## config.mk

```make
export PLATFORM = sky130hd
export DESIGN_NAME = ram16k_arbiter
export DESIGN_NICKNAME = d
export VERILOG_FILES = /design/src/rtl/ram_arb_pkg.sv /design/src/rtl/rr_arb2.sv /design/src/rtl/ram16k_arbiter.sv
export SDC_FILE = /design/constraint.sdc
export NUM_CORES = 1
export LEC_CHECK = 0
export ABC_AREA = 1
export CORE_ASPECT_RATIO = 1.1
export CORE_MARGIN = 5
export CORE_UTILIZATION = 48
export DETAILED_ROUTE_END_ITERATION = 8
export PLACE_DENSITY = 0.9
export SYNTH_ARGS = -nofsm -noshare
export SYNTH_HDL_FRONTEND = slang
export SYNTH_SLANG_ARGS = --single-unit
export TNS_END_PERCENT = 1
```

## constraint.sdc

```tcl
create_clock -name i_clk -period 4.4 [get_ports i_clk]
set_input_delay 0.88 -clock i_clk [delete_from_list [all_inputs] [get_ports i_clk]]
set_output_delay 0.88 -clock i_clk [all_outputs]
set_load 0.03 [all_outputs]
```

## src/rtl/ram_arb_pkg.sv

```systemverilog
// Shared types and constants for the 16K x 16 data RAM arbiter.
package ram_arb_pkg;

    localparam int unsigned ADDR_W    = 14;
    localparam int unsigned DATA_W    = 16;
    localparam int unsigned RAM_WORDS = 16384;

    typedef enum logic [1:0] {
        INIT,
        IDLE,
        ACCESS,
        ACK
    } state_t;

    // id: 0 = m0 (CPU data port), 1 = m1 (loader/DMA)
    typedef struct packed {
        logic              we;
        logic [ADDR_W-1:0] addr;
        logic [DATA_W-1:0] wdata;
        logic              id;
    } cmd_t;

endpackage

```

## src/rtl/rr_arb2.sv

```systemverilog
// Two-way grant pick: a lone requester always wins; on contention either m0 wins
// outright (fixed priority) or the requester that was not granted last time wins.
module rr_arb2 (
    input  logic i_req0,
    input  logic i_req1,
    input  logic i_last_gnt,
    input  logic i_fixed_prio,
    output logic o_valid,
    output logic o_gnt
);

    always_comb begin
        o_valid = i_req0 | i_req1;
        o_gnt   = 1'b0;
        unique case ({i_req1, i_req0})
            2'b01:   o_gnt = 1'b0;
            2'b10:   o_gnt = 1'b1;
            2'b11:   o_gnt = i_fixed_prio ? 1'b0 : ~i_last_gnt;
            default: o_gnt = 1'b0;
        endcase
    end

endmodule

```

## src/rtl/ram16k_arbiter.sv

```systemverilog
// Shares the single-port 16K x 16 data RAM between the CPU data port (m0) and the
// loader/DMA (m1) with a req/ack handshake; optionally zero-fills the RAM after reset.
module ram16k_arbiter
    import ram_arb_pkg::*;
#(
    parameter bit CLEAR_ON_RESET = 1'b1,
    parameter bit FIXED_PRIO     = 1'b0
) (
    input  logic              i_clk,
    input  logic              i_rst_n,
    input  logic              i_m0_req,
    input  logic              i_m0_we,
    input  logic [ADDR_W-1:0] i_m0_addr,
    input  logic [DATA_W-1:0] i_m0_wdata,
    output logic              o_m0_ack,
    output logic [DATA_W-1:0] o_m0_rdata,
    input  logic              i_m1_req,
    input  logic              i_m1_we,
    input  logic [ADDR_W-1:0] i_m1_addr,
    input  logic [DATA_W-1:0] i_m1_wdata,
    output logic              o_m1_ack,
    output logic [DATA_W-1:0] o_m1_rdata,
    output logic              o_ram_load,
    output logic [ADDR_W-1:0] o_ram_addr,
    output logic [DATA_W-1:0] o_ram_din,
    input  logic [DATA_W-1:0] i_ram_dout,
    output logic              o_init_done
);

    state_t            r_state;
    state_t            w_state_next;
    logic [ADDR_W-1:0] r_clr_cnt;
    logic              r_init_done;
    logic              r_last_gnt;
    cmd_t              r_cmd;
    logic [DATA_W-1:0] r_m0_rdata;
    logic [DATA_W-1:0] r_m1_rdata;
    logic              w_gnt_valid;
    logic              w_gnt_id;
    logic              w_clr_last;
    logic              w_ram_load;

    rr_arb2 u_arb (
        .i_req0      (i_m0_req),
        .i_req1      (i_m1_req),
        .i_last_gnt  (r_last_gnt),
        .i_fixed_prio(FIXED_PRIO),
        .o_valid     (w_gnt_valid),
        .o_gnt       (w_gnt_id)
    );

    assign w_clr_last = !CLEAR_ON_RESET || (r_clr_cnt == ADDR_W'(RAM_WORDS - 1));

    always_ff @(posedge i_clk or negedge i_rst_n) begin
        if (!i_rst_n) begin
            r_state <= INIT;
        end else begin
            r_state <= w_state_next;
        end
    end

    always_comb begin
        w_state_next = r_state;
        unique case (r_state)
            INIT:    if (w_clr_last) w_state_next = IDLE;
            IDLE:    if (w_gnt_valid) w_state_next = ACCESS;
            ACCESS:  w_state_next = ACK;
            ACK:     w_state_next = IDLE;
            default: w_state_next = INIT;
        endcase
    end

    always_ff @(posedge i_clk or negedge i_rst_n) begin
        if (!i_rst_n) begin
            r_clr_cnt   <= '0;
            r_init_done <= 1'b0;
            r_last_gnt  <= 1'b1;
            r_cmd       <= '0;
            r_m0_rdata  <= '0;
            r_m1_rdata  <= '0;
        end else begin
            if (r_state == INIT) begin
                if (CLEAR_ON_RESET) r_clr_cnt <= r_clr_cnt + ADDR_W'(1);
                if (w_clr_last) r_init_done <= 1'b1;
            end
            if (r_state == IDLE && w_gnt_valid) begin
                r_cmd.we    <= w_gnt_id ? i_m1_we    : i_m0_we;
                r_cmd.addr  <= w_gnt_id ? i_m1_addr  : i_m0_addr;
                r_cmd.wdata <= w_gnt_id ? i_m1_wdata : i_m0_wdata;
                r_cmd.id    <= w_gnt_id;
                r_last_gnt  <= w_gnt_id;
            end
            // Read data is sampled on the same edge that would commit a write.
            if (r_state == ACCESS && !r_cmd.we) begin
                if (r_cmd.id) r_m1_rdata <= i_ram_dout;
                else          r_m0_rdata <= i_ram_dout;
            end
        end
    end

    always_comb begin
        w_ram_load = 1'b0;
        o_ram_addr = '0;
        o_ram_din  = '0;
        o_m0_ack   = 1'b0;
        o_m1_ack   = 1'b0;
        unique case (r_state)
            INIT: begin
                if (CLEAR_ON_RESET) begin
                    w_ram_load = 1'b1;
                    o_ram_addr = r_clr_cnt;
                end
            end
            IDLE: ;
            ACCESS: begin
                w_ram_load = r_cmd.we;
                o_ram_addr = r_cmd.addr;
                o_ram_din  = r_cmd.wdata;
            end
            ACK: begin
                o_m0_ack = !r_cmd.id;
                o_m1_ack = r_cmd.id;
            end
            default: ;
        endcase
    end

    // Reset parks the FSM in INIT, which would otherwise start a clear write while rst is low.
    assign o_ram_load  = w_ram_load & i_rst_n;
    assign o_init_done = r_init_done;
    assign o_m0_rdata  = r_m0_rdata;
    assign o_m1_rdata  = r_m1_rdata;

endmodule

```

==> reports/qor.txt <==
final net count: 692
IO Count: 148
Fin. Hold Viols: 0
post-synthesis sequential area ratio: 53.0%
routed wire length: 11100 um
internal power: 1.19 mW
largest net degree at the start of global routing: 83
Root Driver: clkbuf_8
TritonCTS Sinks: 82
CTS Buf Count: 9
Max-Cap Viols: 0
final setup margin: 0.539 ns
die width: 95.7 um
Crit Path Max Fanout: 20
worst slew pin tran: 1.17 ns
Worst-Skew Late Latency: 0.35 ns
Reg area: 2050 um^2
DR WL/cell: 15.5 um
post-placement setup slack: 0.896 ns
commonest cells after routing, fill and taps aside: 146 x clkdlybuf4s50_1, 116 x nand2_1, 81 x dfrtp_1, 66 x inv_1, 40 x nor2_1
commonest non-fill, non-tap cell in the layout: clkdlybuf4s50_1
# rows: 34
Comb pwr share: 9.8%
initial antenna violation count: 0
DRT Pass-1 Iters: 4
synthesized instance count: 466
CP Data Required Time: 3.52 ns
initial core utilization: 49.0%
Crit. Startpoint: r_state[0]
Synth top area share: 52.3%
CTS resizes: 0
via density per instance: 5.03
hold buffer count at CTS: 0
CTS tree: built
Sw Ratio: 23.4%
Syn Std Cell Area: 3880 um^2
Pleak: 2.70 nW
Setup crit start kind: flop
first-pass GRT wire length: 18300 um
Fmax achieved: 259 MHz
status: complete, no violations
r2r setup slk: 1.61 ns
worst min path class: reg2reg
Area growth syn-to-layout: 44.8%
clock buffer depth: 2
vias in the first global route: 3804
drt drc: 0
clock input transition at the sequential cells of the worst setup and hold paths: 0.09 ns
post-CTS setup buffer count: 0
via count: 3610
initial DRC count: 182
n_diodes: 0
GRT overflow: 0
FF-to-FF Start: r_state[0]
filler cell count: 614
Core ar.: 7910 um^2
Yosys warnings: 0
Tmin final: 3.86 ns
Crit Path Class: reg2out
GPL Wtd Cong: 0.813
area occupied by multi-input gates: 1450 um^2
Power Density: 277 nW/um^2
r2r endpoint: o_m1_rdata[10]
RSZ-0062 raised after global routing: no
CP Capture Type: primary output
final core utilization: 71.0%
Worst setup endpoint: o_ram_addr[4]
post-synth top area cell: dfrtp_1
share of cells above drive strength 1: 5.91%
setup TNS: 0 ns
P_sw: 0.364 mW
Synth area leaders: dfrtp_1 52%, nand2_1 11%, inv_1 6.4%, nor2_1 3.9%, o22ai_1 3.9%
sequential power share: 50.9%
Post-Syn Nets: 554
Routed Antenna Nets: 0
Max Transition Viols Final: 0
Tcrit/Tclk final: 87.8%
Die Footprint: 9980 um^2
reg2reg path depth: 4
DP Wirelength: 8030 um
worst vdd ir: 164 uV
die height: 104 um
register bit total from synthesis: 82
Distinct cells, synth: 26
setup violators final: 0
port bufs: 147
htree depth: 3
Clock Skew: 0.0116 ns
power share of the clock group: 39.3%
Mapped Avg Cell Area: 8.32 um^2
Tot GR Track Use: 23.6%
Arrival @ worst endpoint: 2.98 ns
Rel. slew slack: 22.1%
==> cells in the mapped netlist (all sizes together) <==
library cell,instances
nand2,120
dfrtp,81
inv,70
o21ai,56
nor2,44
o22ai,24
buf,20
a31oi,16
nand3,11
xor2,9
ha,6
clkbuf,3
nor3,2
a21boi,1
dfstp,1
o21bai,1
xnor2,1
==> kinds of logic after synthesis <==
family                   count (synthesis)  synth area share [%]
AND/OR/NAND/NOR                        177                  19.0
flip-flops                              82                  53.0
adder cells (fa/ha/maj)                  6                  1.94
AO/OA/AOI/OAI                           98                  14.1
buffers and inverters                   93                  9.78
XOR/XNOR                                10                  2.26
==> cell type report <==
class                   count  share of cell area (%)
clock buffers               9                    2.21
repair buffers            150                    26.6
multi-input cells         291                    25.7
flip-flops and latches     82                    36.6
inverters                  70                    4.72
clock inverters             7                    1.78
well taps                 108                    2.41
==> worst min path at each step <==
stage | end | startpoint | slack (ns) | cells after the start
floorplan | r_last_gnt | r_last_gnt | 0.45 | 2
global placement | r_last_gnt | r_last_gnt | 0.47 | 2
detailed placement | o_m0_rdata[5] | o_m0_rdata[5] | 0.47 | 2
CTS | o_m0_rdata[5] | o_m0_rdata[5] | 0.50 | 2
global route | o_init_done | o_init_done | 0.52 | 1
finish | o_m0_rdata[12] | o_m0_rdata[12] | 0.50 | 2
==> routing by layer <==
metal	routed length, um	vias up	track usage, %	share of wire [%]
met5	0	-	0	0
met2	5840	131	41.3	53
li1	-	1745	-	-
met1	4350	1712	28.0	39
met3	604	22	3.98	5.4
met4	302	0	9.65	2.7
==> sequential cells by signal (all words and copies together), names as in the netlist <==
register     count
r_cmd           32
o_m0_rdata      16
o_m1_rdata      16
r_clr_cnt       14
r_state          2
o_init_done      1
r_last_gnt       1
==> critical path, cell delays in order, from the launching register on <==
cell and delay [ns]:
dfrtp_1 0.44, inv_1 0.11, ha_1 0.64, inv_1 0.43
o21ai_0 0.30, clkdlybuf4s50_1 0.71
==> power by group through the flow <==
| stage | registers, mW | logic, mW | clock network [mW] |
|---|---|---|---|
| 2_1_floorplan | 0.803 | 0.0529 | 0 |
| 3_3_place_gp | 0.805 | 0.149 | 0 |
| 3_5_place_dp | 0.807 | 0.153 | 0 |
| 4_1_cts | 0.792 | 0.154 | 0.625 |
| 5_1_grt | 0.795 | 0.170 | 0.652 |
| 6_report | 0.792 | 0.152 | 0.612 |
==> metrics by stage <==
stage	hold WS, ns	total power [mW]	area (um^2)	std cells
after floorplan	0.453	0.856	3880	466
after global placement	0.467	0.954	5390	701
after CTS	0.495	1.57	5610	717
after global routing	0.520	1.62	5610	717
after detailed placement	0.474	0.960	5390	701
final	0.495	1.56	5610	717
(Power assumes the default switching activity.)
